File: src/rtl/disp_vram_rdctrl.sv
// Display VRAM read controller: fetches one frame per VBLANK over AXI4
// read bursts and feeds the 24-bit RGB payload into the pixel FIFO.
module disp_vram_rdctrl #(
  parameter int unsigned BURST_LEN = 16,
  parameter int unsigned FREE_W    = 10
) (
  input  logic              ACLK,
  input  logic              ARST,
  input  logic              DISPON,
  input  logic [31:0]       DISPADDR,
  input  logic [1:0]        RESOL,
  input  logic              VSTART,
  input  logic [FREE_W-1:0] FIFO_FREE,
  output logic              FIFO_WR,
  output logic [23:0]       FIFO_WDATA,
  output logic [31:0]       ARADDR,
  output logic [7:0]        ARLEN,
  output logic [2:0]        ARSIZE,
  output logic [1:0]        ARBURST,
  output logic              ARVALID,
  input  logic              ARREADY,
  input  logic [31:0]       RDATA,
  input  logic [1:0]        RRESP,
  input  logic              RLAST,
  input  logic              RVALID,
  output logic              RREADY,
  output logic              BUSY,
  output logic              FRAME_DONE,
  output logic              LATE,
  output logic              RESP_ERR
);

  typedef enum logic [1:0] {
    IDLE,
    CHECK,
    REQ,
    DATA
  } state_e;

  localparam logic [16:0] VGA_N  = 17'd19200;
  localparam logic [16:0] XGA_N  = 17'd49152;
  localparam logic [16:0] SXGA_N = 17'd81920;
  localparam logic [31:0] STEP   = 32'(BURST_LEN * 4);
  localparam logic [31:0] NEED   = 32'(BURST_LEN);

  state_e      state_q;
  logic [31:0] addr_q;
  logic [16:0] cnt_q;
  logic        arvalid_q;
  logic        rready_q;
  logic        fifo_wr_q;
  logic [23:0] fifo_wdata_q;
  logic        frame_done_q;
  logic        late_q;
  logic        resp_err_q;

  logic [31:0] addr_d;
  logic [16:0] cnt_d;
  logic [16:0] frame_n_d;
  logic        space_ok;
  logic        unused_bits;

  assign addr_d   = addr_q + STEP;
  assign cnt_d    = cnt_q - 17'd1;
  assign space_ok = 32'(FIFO_FREE) >= NEED;

  // Low address bits and the X byte are dropped on purpose
  assign unused_bits = ^{DISPADDR[5:0], RDATA[31:24]};

  always_comb begin
    frame_n_d = VGA_N;
    unique case (RESOL)
      2'b01:   frame_n_d = XGA_N;
      2'b10:   frame_n_d = SXGA_N;
      default: frame_n_d = VGA_N;
    endcase
  end

  always_ff @(posedge ACLK) begin
    if (ARST) begin
      state_q      <= IDLE;
      addr_q       <= '0;
      cnt_q        <= '0;
      arvalid_q    <= 1'b0;
      rready_q     <= 1'b0;
      fifo_wr_q    <= 1'b0;
      fifo_wdata_q <= '0;
      frame_done_q <= 1'b0;
      late_q       <= 1'b0;
      resp_err_q   <= 1'b0;
    end else begin
      fifo_wr_q    <= 1'b0;
      frame_done_q <= 1'b0;
      late_q       <= VSTART && (state_q != IDLE);
      if (RVALID && rready_q && (RRESP != 2'b00))
        resp_err_q <= 1'b1;
      unique case (state_q)
        IDLE: begin
          if (VSTART && DISPON) begin
            addr_q  <= {DISPADDR[31:6], 6'b0};
            cnt_q   <= frame_n_d;
            state_q <= CHECK;
          end
        end
        CHECK: begin
          if (cnt_q == 17'd0) begin
            frame_done_q <= 1'b1;
            state_q      <= IDLE;
          end else if (!DISPON) begin
            state_q <= IDLE;
          end else if (space_ok) begin
            arvalid_q <= 1'b1;
            state_q   <= REQ;
          end
        end
        REQ: begin
          if (ARREADY) begin
            arvalid_q <= 1'b0;
            rready_q  <= 1'b1;
            state_q   <= DATA;
          end
        end
        DATA: begin
          if (RVALID) begin
            fifo_wr_q    <= 1'b1;
            fifo_wdata_q <= RDATA[23:0];
            // Only RLAST closes the burst; beats are not counted
            if (RLAST) begin
              rready_q <= 1'b0;
              addr_q   <= addr_d;
              cnt_q    <= cnt_d;
              state_q  <= CHECK;
            end
          end
        end
        default: state_q <= IDLE;
      endcase
    end
  end

  assign FIFO_WR    = fifo_wr_q;
  assign FIFO_WDATA = fifo_wdata_q;
  assign ARADDR     = addr_q;
  assign ARLEN      = 8'(BURST_LEN - 1);
  assign ARSIZE     = 3'b010;
  assign ARBURST    = 2'b01;
  assign ARVALID    = arvalid_q;
  assign RREADY     = rready_q;
  assign BUSY       = state_q != IDLE;
  assign FRAME_DONE = frame_done_q;
  assign LATE       = late_q;
  assign RESP_ERR   = resp_err_q;

endmodule

File: config.mk
export PLATFORM = sky130hd
export DESIGN_NAME = disp_vram_rdctrl
export DESIGN_NICKNAME = d
export VERILOG_FILES = /design/src/rtl/disp_vram_rdctrl.sv
export SDC_FILE = /design/constraint.sdc
export NUM_CORES = 1
export LEC_CHECK = 0
export CAP_MARGIN = 5
export CORE_MARGIN = 5
export CORE_UTILIZATION = 47
export CTS_CLUSTER_SIZE = 14
export DETAILED_ROUTE_END_ITERATION = 8
export MAX_ROUTING_LAYER = met4
export PLACE_DENSITY = 0.9
export SLEW_MARGIN = 5
export SYNTH_ARGS = -nofsm -noshare
export SYNTH_HDL_FRONTEND = slang
export SYNTH_SLANG_ARGS = --single-unit
File: constraint.sdc
create_clock -name ACLK -period 6.2 [get_ports ACLK]
set_input_delay 1.24 -clock ACLK [delete_from_list [all_inputs] [get_ports ACLK]]
set_output_delay 1.24 -clock ACLK [all_outputs]
set_load 0.02 [all_outputs]
==> results.sh <==
export IMPL_cts_max_path_buffers=2
export IMPL_ant_nets=0
export IMPL_fin_setup_tns_ns=0
export IMPL_fin_crit_ns=3.401
export IMPL_worst_pin_slew_ns=1.137
export IMPL_placed_cell_area_sq_um=5201
export IMPL_status="complete, no violations"
export IMPL_clockRootBuffer="clkbuf_8"
export IMPL_synthArstFlopShare_pct=0
export IMPL_tritoncts="built"
export IMPL_start_kind="input pin"
export IMPL_grt_pass1_wl_um=18920
export IMPL_drt_iter0_drc=380
export IMPL_cts_clk_slew_worst_paths_ns=0.07
export IMPL_synth_cell_types=65
export IMPL_crit_type="in2reg"
export IMPL_ys_warn_count=0
export IMPL_clock_sinks=75
export IMPL_holdBufCountCts=0
export IMPL_syn_instance_count=509
export IMPL_finalCritPeriodShare_pct=54.85
export IMPL_final_hold_viol_count=0
export IMPL_portBuffers=123
export IMPL_wl_per_cell_um=16.51
export IMPL_hold_class="reg2reg"
export IMPL_maxSlewHeadroom_pct=24.20
export IMPL_worstPathArrival_ns=3.63
export IMPL_coreArea_sq_um=8258
export IMPL_worstSkewPairLatency_ns=0.35
export IMPL_start_util_pct=48.50
export IMPL_p_seq_share_pct=42.8
export IMPL_cts_resized_gates=0
export IMPL_p_sw_w=0.0003474
export IMPL_gr_total_overflow=0
export IMPL_wl_um=12020
export IMPL_mostFrequentLayoutCells="clkdlybuf4s50_1 (122), dfxtp_1 (75), nand2_1 (74), a21oi_1 (55), nor2_1 (43)"
export IMPL_avgSynthCellArea_sq_um=7.869
export IMPL_drv_cap=0
export IMPL_p_sw_share_pct=27.56
export IMPL_fmax_mhz=294.0
export IMPL_fin_skew_ns=0.01246
export IMPL_final_nets=712
export IMPL_design_die_area_sq_um=10470
export IMPL_power_internal_w=0.0009133
export IMPL_ir_drop_mv=0.1663
export IMPL_routed_via_density=5.740
export IMPL_numCtsBuffers=9
export IMPL_mostFrequentLayoutCell="clkdlybuf4s50_1"
export IMPL_final_setup_viol_count=0
export IMPL_gp_congestion=0.8462
export IMPL_synth_edff_count=0
export IMPL_required_ns=6.43
export IMPL_antenna_found_initial=0
export IMPL_diodes=0
export IMPL_cp_max_fo=33
export IMPL_h_tree_depth=3
export IMPL_rows=33
export IMPL_drtPass1Iterations=5
export IMPL_power_density_nw_per_um2=231.6
export IMPL_ys_seq_area_share_pct=37.49
export IMPL_end_kind="flop"
export IMPL_synth_seq_cells=75
export IMPL_drc_errors=0
export IMPL_grt_pass1_vias=3924
export IMPL_die_x_um=102.3
export IMPL_drive_above_1_share_pct=5.618
export IMPL_track_usage_pct=23.26
export IMPL_postCtsSetupBuffers=0
export IMPL_rsz0062_at_grt="false"
export IMPL_comb_power_share_pct=20.9
export IMPL_die_height_um=102.3
export IMPL_place_hpwl_um=8782
export IMPL_via_count=4179
export IMPL_synth_flop_cell="dfxtp_1"
export IMPL_pin_count=161
export IMPL_grt_max_degree=61
export IMPL_leakage_nw=1.976
export IMPL_maxSlewViolCount=0
export IMPL_final_area_sq_um=5443
export IMPL_areaGrowthSynthToFinish_pct=35.90
export IMPL_syn_cell_area_sq_um=4005
export IMPL_clockPowerShare_pct=36.2
## Yosys cell counts (3+ instances only)
| library cell | instances | share of area, % |
|---|---|---|
| dfxtp_1 | 75 | 37 |
| nand2_1 | 74 | 6.9 |
| a21oi_1 | 55 | 6.9 |
| nor2_1 | 43 | 4.0 |
| nand3_1 | 27 | 3.4 |
| o21ai_0 | 27 | 3.4 |
| clkbuf_1 | 21 | 2.0 |
| buf_4 | 19 | 3.6 |
| nor3_1 | 18 | 2.2 |
| inv_1 | 15 | 1.4 |
| ha_1 | 9 | 2.8 |
| nor4_1 | 9 | 1.4 |
| mux2i_1 | 8 | 2.0 |
| nor2b_1 | 8 | 1.2 |
| o22ai_1 | 7 | 1.1 |
| xnor2_1 | 5 | 1.1 |
| xor2_1 | 5 | 1.1 |
| a21boi_0 | 4 | 0.75 |
| and3_1 | 4 | 0.62 |
| nand4_1 | 4 | 0.62 |
| a22oi_1 | 3 | 0.56 |
| a2bb2oi_1 | 3 | 0.66 |
| a31oi_1 | 3 | 0.47 |
| buf_2 | 3 | 0.37 |
| nor4b_1 | 3 | 0.66 |
## stage by stage
step	total power (W)	cells	worst slack [ns]	utilization, %	hold slack, ns
floorplan	0.0007121	526	3.753	-	0.4801
global placement	0.0008012	712	2.522	62.98	0.4355
detailed placement	0.0008119	712	2.468	62.98	0.4492
CTS	0.001261	728	2.838	65.91	0.4606
global route	0.001313	728	2.648	65.91	0.4827
finish	0.001261	728	2.799	65.91	0.4574
## kinds of logic (layout without fill, tap and decap cells)
family	count (synthesis)	count (layout)	share of synthesized area (%)
buf+inv	60	157	7.685
simple gates	212	212	26.87
fa+ha+maj	9	9	2.812
mux	9	9	2.281
compound gates	132	132	20.49
flops	75	75	37.49
xor+xnor	10	10	2.187
other cells	2	19	0.1875
## power by group through the flow
stage	Sequential, W	Combinational (W)	Clock (W)
after CTS	0.000539	0.000263	0.000459
after global routing	0.000544	0.000286	0.000483
after detailed placement	0.000550	0.000261	0
final	0.000540	0.000264	0.000457
after floorplan	0.000559	0.000153	0
after global placement	0.000548	0.000253	0
## final timing paths
path	start	to	slack (ns)	cells after the start
max	DISPON	cnt_q[13]	2.80	6
min reg2reg	FIFO_WDATA[3]	FIFO_WDATA[3]	0.46	2
max reg2reg	state_q[0]	cnt_q[13]	3.28	7
min	FIFO_WDATA[3]	FIFO_WDATA[3]	0.46	2
## critical path, cell delays in order
cell	delay, ns
clkdlybuf4s50_1	0.56
nand4b_1	0.40
o21a_1	0.65
nor4b_1	0.54
xnor2_1	0.17
nor2_1	0.05
## cell type report
class / count / area, sq um
fillers: 673 / 2815
multi-input cells: 391 / 2263
flip-flops and latches: 75 / 1501
repair buffers: 126 / 1249
clock buffers: 11 / 141.4
well taps: 105 / 131.4
clock inverters: 5 / 100.1
inverters: 15 / 56.30
## metal layers
| metal | track usage (%) | share of wire [%] | up-vias |
|---|---|---|---|
| li1 | - | - | 1994 |
| met2 | 38.43 | 49 | 222 |
| met3 | 6.348 | 10 | 27 |
| met4 | 7.265 | 1.6 | 0 |
| met1 | 27.57 | 39 | 1936 |
| met5 | - | 0 | - |
## registers in the layout, summed over array words and instances (netlist names)
register	cells
ARADDR	26
ARVALID	1
FIFO_WDATA	24
FIFO_WR	1
FRAME_DONE	1
LATE	1
RESP_ERR	1
RREADY	1
cnt_q	17
state_q	2
Note: power is estimated with default switching activity, not from simulation.
